[config.mk]
export PLATFORM = sky130hd
export DESIGN_NAME = uart_tx
export DESIGN_NICKNAME = d
export VERILOG_FILES = /design/src/rtl/uart_pkg.sv /design/src/rtl/tx_fifo.sv /design/src/rtl/uart_tx.sv
export SDC_FILE = /design/constraint.sdc
export NUM_CORES = 1
export LEC_CHECK = 0
export CAP_MARGIN = 40
export CORE_UTILIZATION = 58
export CTS_BUF_LIST = sky130_fd_sc_hd__clkbuf_16
export CTS_CLUSTER_SIZE = 25
export DETAILED_ROUTE_END_ITERATION = 16
export PLACE_DENSITY = 0.78
export SYNTH_ARGS = -nofsm -noshare
export SYNTH_HDL_FRONTEND = slang
export SYNTH_SLANG_ARGS = --single-unit
[constraint.sdc]
create_clock -name clock -period 3.25 [get_ports clock]
set_input_delay 0.4875 -clock clock [delete_from_list [all_inputs] [get_ports clock]]
set_output_delay 0.4875 -clock clock [all_outputs]
set_load 0.03 [all_outputs]
[src/rtl/uart_pkg.sv]
// Shared UART definitions: frame state encoding, byte type and default parameters
// used by both the transmit and receive sides.
package uart_pkg;

    localparam int unsigned DATA_BITS        = 8;
    localparam int unsigned DEF_CLKS_PER_BIT = 16;
    localparam int unsigned DEF_PARITY_EN    = 0;
    localparam int unsigned DEF_STOP_BITS    = 1;
    localparam int unsigned DEF_FIFO_DEPTH   = 4;

    typedef logic [DATA_BITS-1:0] uart_byte_t;

    typedef enum logic [2:0] {
        IDLE,
        START,
        DATA,
        PARITY,
        STOP
    } tx_state_t;

    // Even parity: the bit that makes the total count of ones even.
    function automatic logic even_parity(input uart_byte_t b);
        return ^b;
    endfunction

endpackage

[src/rtl/tx_fifo.sv]
// Transmit byte buffer: circular register file with read/write pointers and an
// occupancy counter. Head byte is presented combinationally on rd_data_c.
module tx_fifo
    import uart_pkg::*;
#(
    parameter int unsigned DEPTH = DEF_FIFO_DEPTH
) (
    input  logic                     clk,
    input  logic                     rst_n,
    input  logic                     push,
    input  uart_byte_t               wr_data,
    input  logic                     pop,
    output uart_byte_t               rd_data_c,
    output logic [$clog2(DEPTH):0]   count,
    output logic                     full_c,
    output logic                     empty_c
);

    localparam int unsigned AW = $clog2(DEPTH);
    localparam int unsigned CW = AW + 1;

    uart_byte_t    mem [DEPTH];
    logic [AW-1:0] wr_ptr;
    logic [AW-1:0] rd_ptr;
    logic          do_push;
    logic          do_pop;

    assign full_c    = (count == CW'(DEPTH));
    assign empty_c   = (count == '0);
    assign do_push   = push && !full_c;
    assign do_pop    = pop && !empty_c;
    assign rd_data_c = mem[rd_ptr];

    // Storage carries no reset; only the pointers and count define validity.
    always_ff @(posedge clk) begin
        if (do_push) begin
            mem[wr_ptr] <= wr_data;
        end
    end

    always_ff @(posedge clk or negedge rst_n) begin
        if (!rst_n) begin
            wr_ptr <= '0;
            rd_ptr <= '0;
            count  <= '0;
        end else begin
            if (do_push) begin
                wr_ptr <= wr_ptr + AW'(1);
            end
            if (do_pop) begin
                rd_ptr <= rd_ptr + AW'(1);
            end
            case ({do_push, do_pop})
                2'b10:   count <= count + CW'(1);
                2'b01:   count <= count - CW'(1);
                default: count <= count;
            endcase
        end
    end

endmodule

[src/rtl/uart_tx.sv]
// UART transmitter: buffered bytes are framed as start, 8 data bits LSB first,
// optional even parity and 1 or 2 stop bits, with back-to-back frames when queued.
module uart_tx
    import uart_pkg::*;
#(
    parameter int unsigned CLKS_PER_BIT = DEF_CLKS_PER_BIT,
    parameter int unsigned PARITY_EN    = DEF_PARITY_EN,
    parameter int unsigned STOP_BITS    = DEF_STOP_BITS,
    parameter int unsigned FIFO_DEPTH   = DEF_FIFO_DEPTH
) (
    input  logic                          clock,
    input  logic                          reset_n,
    input  logic [7:0]                    data_in,
    input  logic                          data_valid,
    output logic                          data_ready,
    output logic                          serial_out,
    output logic                          busy,
    output logic [$clog2(FIFO_DEPTH):0]   fifo_count
);

    localparam int unsigned      BAUD_W    = (CLKS_PER_BIT > 1) ? $clog2(CLKS_PER_BIT) : 1;
    localparam logic [BAUD_W-1:0] BAUD_LAST = BAUD_W'(CLKS_PER_BIT - 1);
    localparam logic [2:0]       DATA_LAST = 3'(DATA_BITS - 1);
    localparam logic [2:0]       STOP_LAST = 3'(STOP_BITS - 1);

    tx_state_t         state_q;
    tx_state_t         state_n;
    logic [BAUD_W-1:0] baud_q;
    logic [BAUD_W-1:0] baud_n;
    logic [2:0]        bit_q;
    logic [2:0]        bit_n;
    uart_byte_t        shift_q;
    uart_byte_t        shift_n;
    logic              par_q;
    logic              par_n;
    logic              line_n;
    logic              busy_n;
    logic              load;
    logic              push;
    logic              pop;
    logic              bit_end;
    logic              fifo_full;
    logic              fifo_empty;
    uart_byte_t        fifo_head;

    assign data_ready = !fifo_full;
    assign push       = data_valid && data_ready;
    assign bit_end    = (baud_q == BAUD_LAST);

    tx_fifo #(
        .DEPTH (FIFO_DEPTH)
    ) u_fifo (
        .clk       (clock),
        .rst_n     (reset_n),
        .push      (push),
        .wr_data   (data_in),
        .pop       (pop),
        .rd_data_c (fifo_head),
        .count     (fifo_count),
        .full_c    (fifo_full),
        .empty_c   (fifo_empty)
    );

    // State, counters, shifter and registered line/busy outputs.
    always_ff @(posedge clock or negedge reset_n) begin
        if (!reset_n) begin
            state_q    <= IDLE;
            baud_q     <= '0;
            bit_q      <= '0;
            shift_q    <= '0;
            par_q      <= 1'b0;
            serial_out <= 1'b1;
            busy       <= 1'b0;
        end else begin
            state_q    <= state_n;
            baud_q     <= baud_n;
            bit_q      <= bit_n;
            shift_q    <= shift_n;
            par_q      <= par_n;
            serial_out <= line_n;
            busy       <= busy_n;
        end
    end

    always_comb begin
        state_n = state_q;
        baud_n  = baud_q;
        bit_n   = bit_q;
        shift_n = shift_q;
        par_n   = par_q;
        load    = 1'b0;
        pop     = 1'b0;
        line_n  = 1'b1;
        busy_n  = 1'b0;

        case (state_q)
            IDLE: begin
                if (!fifo_empty) begin
                    load = 1'b1;
                end
            end
            START: begin
                if (bit_end) begin
                    baud_n  = '0;
                    bit_n   = '0;
                    state_n = DATA;
                end else begin
                    baud_n = baud_q + BAUD_W'(1);
                end
            end
            DATA: begin
                if (bit_end) begin
                    baud_n = '0;
                    if (bit_q == DATA_LAST) begin
                        bit_n = '0;
                        if (PARITY_EN != 0) begin
                            state_n = PARITY;
                        end else begin
                            state_n = STOP;
                        end
                    end else begin
                        bit_n   = bit_q + 3'd1;
                        shift_n = shift_q >> 1;
                    end
                end else begin
                    baud_n = baud_q + BAUD_W'(1);
                end
            end
            PARITY: begin
                if (bit_end) begin
                    baud_n  = '0;
                    bit_n   = '0;
                    state_n = STOP;
                end else begin
                    baud_n = baud_q + BAUD_W'(1);
                end
            end
            STOP: begin
                if (bit_end) begin
                    baud_n = '0;
                    if (bit_q == STOP_LAST) begin
                        bit_n = '0;
                        if (!fifo_empty) begin
                            load = 1'b1;
                        end else begin
                            state_n = IDLE;
                        end
                    end else begin
                        bit_n = bit_q + 3'd1;
                    end
                end else begin
                    baud_n = baud_q + BAUD_W'(1);
                end
            end
            default: begin
                state_n = IDLE;
                baud_n  = '0;
                bit_n   = '0;
            end
        endcase

        // Head of buffer enters the shifter; parity is fixed at load time.
        if (load) begin
            pop     = 1'b1;
            shift_n = fifo_head;
            par_n   = even_parity(fifo_head);
            baud_n  = '0;
            bit_n   = '0;
            state_n = START;
        end

        // Line level is a function of the state being entered, so it is registered.
        case (state_n)
            START:   line_n = 1'b0;
            DATA:    line_n = shift_n[0];
            PARITY:  line_n = par_n;
            default: line_n = 1'b1;
        endcase

        busy_n = (state_n != IDLE) || !fifo_empty || push;
    end

endmodule

* Yosys cells after proc, flatten, opt, wreduce, memory -nomap -nowiden
Memory sizes are Yosys's and may differ from the RTL's.
Index checks and enable logic that the tools add are counted.
** Operators by class
- Add/subtract/negate cells :: 6
- Equal/unequal tests :: 17
- Mux-type cells :: 33
- Reductions and logical operators :: 19
** Operator list (number)
- $mux W3 :: 14
- $mux W8 :: 4
- $pmux W3 S5 :: 1
- $eq A3 B2 Y1 const B :: 4
- $pmux W3 S4 :: 1
- $eq A3 B3 Y1 const B :: 3
- $logic_not A3 Y1 :: 3
- $mux W4 :: 2
- $pmux W4 S2 :: 1
- $reduce_xor A8 Y1 :: 1
- $mux W1 :: 7
- $add A3 B1 Y3 const B :: 2
- $eq A3 B1 Y1 const B :: 2
- $ne A3 B3 Y1 const B :: 2
- $pmux W3 S2 :: 1
- $reduce_bool A2 Y1 :: 3
- $add A2 B1 Y2 const B :: 2
- $add A4 B1 Y4 const B :: 1
- $eq A4 B4 Y1 const B :: 1
- $ne A2 B2 Y1 const B :: 2
- $reduce_and A4 Y1 :: 1
- $reduce_or A4 Y1 :: 1
- $logic_and A1 B1 Y1 :: 3
- $ne A3 B1 Y1 const B :: 1
- other kinds (10) :: 12
** Storage, ports and cells
- Flip-flop bits (word level) :: 28
- Memory bits (writable) :: 32
- Input bits :: 11
- Logic and storage cells :: 87
- Memories kept :: 1
** Memories
- u_fifo.mem :: words 4, bits a word 8, read ports 1, clocked after Yosys merged registers in 0, wr ports 1, line tx_fifo.sv:22 : uart_byte_t mem [DEPTH];

* Longest topological paths before layout
Gate-level depths: netlist of the first run.
- Word-level depth :: 9
- Depth in mapped cells :: 12
- Mapped depth without buffers :: 12

* Modules after synthesis
A second synthesis of the first run with hierarchy kept.
** Unflattened totals
- Cells, all modules :: 203
- Area total of the unflattened synthesis :: 2911.5 um2
** Modules (own cells, without submodules)
- tx_fifo :: times used 1, cells each 79, area each 1592.8 um2
- uart_tx :: times used 1, cells each 124, area each 1318.8 um2

* Worst setup path after synthesis of the first run
Ideal clock, no wire load.
- Path type :: flip-flop to flip-flop
- Start :: register baud_q[0]
- End :: register u_fifo.count[2]
- Setup time :: 0.081 ns
- Arrival time :: 2.394 ns
- Data required time :: 3.169 ns
- Setup slack :: 0.776 ns
- Stages on the path, launching flop included :: 13
- Path buffers :: 1
- Cells stage by stage :: dfrtp_1 -> ha_1 -> and3_2 -> buf_2 -> nand2_1 -> a21o_2 -> inv_1 -> ha_1 -> inv_1 -> fa_1 -> xor2_1 -> nor2_1 -> xor2_1
** Between the ends
- Longest elaborated chain between the ends :: 7
** RTL lines
- from (decl) :: line uart_tx.sv:28 : logic [BAUD_W-1:0] baud_q;
- from (signal assigned) :: line uart_tx.sv:76 : baud_q <= baud_n;
- $eq A4 B4 Y1 (*) :: line uart_tx.sv:48 : assign bit_end = (baud_q == BAUD_LAST);
- $mux W1 (*) :: line uart_tx.sv:139 : if (bit_end) begin
- $pmux W1 S2 (*) :: line uart_tx.sv:96 : case (state_q)
- $mux W1 (*) :: line uart_tx.sv:163 : if (load) begin
- $logic_and A1 B1 Y1 (*) :: line tx_fifo.sv:31 : assign do_pop = pop && !empty_c;
- net u_fifo.do_pop :: line tx_fifo.sv:26 : logic do_pop;
- $eq A2 B1 Y1 / $eq A2 B2 Y1 (equally long branches) :: line tx_fifo.sv:53 : case ({do_push, do_pop})
- $pmux W3 S2 / $reduce_bool A2 Y1 (equally long branches)
- to (signal assigned) :: line tx_fifo.sv:54 : 2'b10: count <= count + CW'(1);
- to (signal assigned) :: line tx_fifo.sv:55 : 2'b01: count <= count - CW'(1);
- to (signal assigned) :: line tx_fifo.sv:56 : default: count <= count;
- to (decl) :: line tx_fifo.sv:14 : output logic [$clog2(DEPTH):0] count,
Mark *: on every way through the listed nets, which the timed path passes. The rest lies on a longest branch.
A chain may end at the register's enable or synchronous reset.

* Final worst setup path of the first run
Ends and elaborated chain as after synthesis.

==> results of run 1 <==
==> area by class of cell <==
class	instances	area [sq um]	share of cell area, %
Sequential cell	60	1660	50.1
Multi-Input combinational cell	138	1040	31.2
Clock buffer	9	225	6.78
Timing Repair Buffer	18	178	5.35
Clock inverter	7	100	3.02
Tap cell	52	65.1	1.96
Inverter	14	52.6	1.58
==> power by group <==
part	internal (mW)	switching (mW)	leakage, nW	total (mW)
combinational	0.167	0.231	0.538	0.398
sequential	0.926	0.0580	0.634	0.984
clock	0.674	0.340	0.148	1.01
==> layout by cell type (no fill, tap or decap), types with 2 or more instances in the layout <==
master / count
a211oi_1: 2
a21oi_1: 7
a22oi_1: 3
a31oi_1: 5
and3_1: 5
bufinv_16: 2
clkbuf_16: 9
clkdlybuf4s50_1: 16
clkinvlp_4: 3
dfrtp_1: 27
edfxtp_1: 32
ha_1: 9
inv_1: 14
mux2i_1: 3
mux4_2: 8
nand2_1: 23
nand2b_1: 2
nand3_1: 9
nor2_1: 13
nor3_1: 4
o21ai_0: 11
xnor2_1: 11
xor2_1: 2
==> logic make-up (layout without fill, tap and decap cells) <==
logic type / after synthesis / after routing
flops: 60 / 60
compound gates: 39 / 39
mux: 12 / 12
simple gates: 64 / 64
xor+xnor: 13 / 13
fa+ha+maj: 10 / 10
buf+inv: 22 / 48
==> how the worst max path moves through the flow <==
| stage | from | to | depth (start not counted) |
|---|---|---|---|
| finish | baud_q[0]$_DFFE_PN0N_ | u_fifo.count[2]$_DFFE_PN0P_ | 11 |
| global route | baud_q[0]$_DFFE_PN0N_ | u_fifo.count[2]$_DFFE_PN0P_ | 11 |
| CTS | baud_q[0]$_DFFE_PN0N_ | u_fifo.count[2]$_DFFE_PN0P_ | 11 |
| detailed placement | baud_q[0]$_DFFE_PN0N_ | u_fifo.count[2]$_DFFE_PN0P_ | 11 |
| global placement | baud_q[0]$_DFFE_PN0N_ | u_fifo.count[2]$_DFFE_PN0P_ | 11 |
| floorplan | baud_q[0]$_DFFE_PN0N_ | u_fifo.count[2]$_DFFE_PN0P_ | 12 |
==> cells in the mapped netlist, types with 2 or more instances <==
| cell | count |
|---|---|
| and3_1 | 5 |
| xor2_1 | 2 |
| nand2b_1 | 2 |
| nand3_1 | 9 |
| a211oi_1 | 2 |
| edfxtp_1 | 32 |
| mux4_2 | 8 |
| nor2_1 | 13 |
| nor3_1 | 4 |
| nand2_1 | 23 |
| ha_1 | 9 |
| o21ai_0 | 11 |
| buf_2 | 4 |
| xnor2_1 | 11 |
| dfrtp_1 | 27 |
| inv_1 | 14 |
| mux2i_1 | 3 |
| a22oi_1 | 3 |
| a21oi_1 | 7 |
| a31oi_1 | 5 |
==> flip-flops by register name (all words and copies together) (netlist names) <==
| register | count |
|---|---|
| baud_q | 4 |
| bit_q | 3 |
| busy | 1 |
| par_q | 1 |
| serial_out | 1 |
| shift_q | 8 |
| state_q | 3 |
| u_fifo.count | 3 |
| u_fifo.mem | 32 |
| u_fifo.rd_ptr | 2 |
| u_fifo.wr_ptr | 2 |
==> worst max-delay path, stage by stage (launching register included) <==
cell     delay, ps
dfrtp_1        420
ha_1           260
and3_2         270
nand2_1        140
a21o_2         350
inv_1          180
ha_1           220
inv_1           70
fa_1           370
xor2_1         150
nor2_1         120
xor2_1         140
==> metal layers <==
layer	wire length, um	vias to the layer above	track usage [%]
met1	2280	873	30.3
li1	-	843	-
met4	172	0	14.2
met3	177	14	4.64
met2	2640	51	36.7
met5	0	-	0
==> metrics by stage <==
stage	power, mW	setup slack (ps)
after detailed placement	1.39	540
after global routing	2.49	269
final	2.40	473
after floorplan	1.24	776
after global placement	1.37	628
after CTS	2.41	504
==> impl_metrics.toml, run 1 <==
[clocking]
cts-root-buf = "clkbuf_16"
cts_setup_buffers = 0
clock-sinks = 60
cts_buffers = 9
post_cts_resize_count = 0
clk_path_buf_depth = 2
htreeDepth = 3
cts_hold_buf = 0
clk_pin_slew_ps = 60
clk-insertion-delay-late_ps = 320
tritoncts = "yes"

[sta]
fmax_mhz = 360
holdWs_ps = 499
setup_viol = 0
tns_ps = 0
rsz0062_at_grt = "false"
slew-limit-headroom_pct = 62.4
hold_violations = 0
min_period_ps = 2780
tightest_slew_ps = 563
fin_skew_ps = 5.88
slew_viol_final = 0
fin_crit_sh_pct = 85.4

[global_route]
grt_max_degree = 29
antenna_found_initial = 0
grt_pass1_wl_um = 8540
track_usage_pct = 23.3
grt_pass1_vias = 1781
grt_overflow_total = 0

[synthesis]
synth-compound-area-share_pct = 9.43
synth_xor_area_share_pct = 4.07
synth_top_family_by_area = "simple AND/OR/NAND/NOR gates"
yosys_warnings = 0
post-synth-top-area-fraction_pct = 34.3
syn_area_sq_um = 2800
synth-edff-count = 32
synth_cell_types = 46
yosys_register_bits = 60
yosysSeqAreaShare_pct = 59.4
synth-main-ff-cell = "edfxtp_1"
yosys-top-cells-area = "edfxtp_1 34%, dfrtp_1 24%, mux4_2 6.4%"
muxShareOfSynthArea_pct = 7.91
synth-simple-area-share_pct = 10.9
synth-async-reset-ratio_pct = 46.7
synthCells = 220
synth_fp_nets = 241
yosys.area.top_type = "edfxtp_1"
synthAdderAreaFrac_pct = 4.74
synth_area_per_cell_sq_um = 12.7

[worst_hold_path]
min_path_cells = 2
worstHoldEndpoint = "par_q$_DFF_PN0_"
min_path_type = "flop to flop"
min_from = "par_q$_DFF_PN0_"

[setup_path]
critPathCaptureType = "flop"
ff2ff_setup_slack_ps = 470
regToRegEndpoint = "u_fifo.count[2]$_DFFE_PN0P_"
r2r-start = "baud_q[0]$_DFFE_PN0N_"
critical_path_class = "flop to flop"
cp-start-kind = "flop"
worstPathRequired_ps = 3500
arrival_ps = 3030
ff2ff_path_depth = 11
worst-path-max-fanout = 16

[route]
first_iter_violations = 157
antenna_left = 0
vias_per_cell = 5.98
dr.pass1.iters = 4
num_vias = 1781
wl_per_cell_um = 17.7
routed_wl_um = 5270
drc_errors = 0

[place]
detailed_place.area_sq_um = 2990
gp_congestion = 0.804
port_buffers = 16
dp.cells = 282
place_hpwl_um = 3380

[finish]
design_area_sq_um = 3320
final_util_pct = 73.7
fill_cells = 291
diodes = 0
layout-drive-gt1-share_pct = 13.8
final_cells = 298
syn_to_final_growth_pct = 18.6
nets = 262

[floorplan]
dieHeight_um = 71.5
initial_core_util_pct = 62.1
die_w_um = 71.5
io_pins = 17
num_rows = 24
core_sq_um = 4500
die_area_sq_um = 5110

[power]
irDropWorstVdd_uv = 702
p_leak_nw = 1.32
powerDensity_nw_per_um2 = 722

[run_status]
status = "complete, no violations"

[flow_run]
cap_viol_max_count = 0
No activity file was read; power rests on OpenSTA's default activity.
==> run 2, diff against run 1 <==
--- a/config.mk
+++ b/config.mk
@@ -8,6 +8,7 @@
 export CAP_MARGIN = 40
 export CORE_UTILIZATION = 58
 export CTS_BUF_LIST = sky130_fd_sc_hd__clkbuf_16
+export CTS_CLUSTER_DIAMETER = 60
 export CTS_CLUSTER_SIZE = 25
 export DETAILED_ROUTE_END_ITERATION = 16
 export PLACE_DENSITY = 0.78
==> results of run 2 <==
Final layout, timing and power as in run 1 (identical DEF).
==> run 3, diff against run 2 <==
--- a/config.mk
+++ b/config.mk
@@ -5,6 +5,7 @@
 export SDC_FILE = /design/constraint.sdc
 export NUM_CORES = 1
 export LEC_CHECK = 0
+export ABC_CLOCK_PERIOD_IN_PS = 3250
 export CAP_MARGIN = 40
 export CORE_UTILIZATION = 58
 export CTS_BUF_LIST = sky130_fd_sc_hd__clkbuf_16
==> results of run 3 <==
Final layout, timing and power as in run 1 (identical DEF).
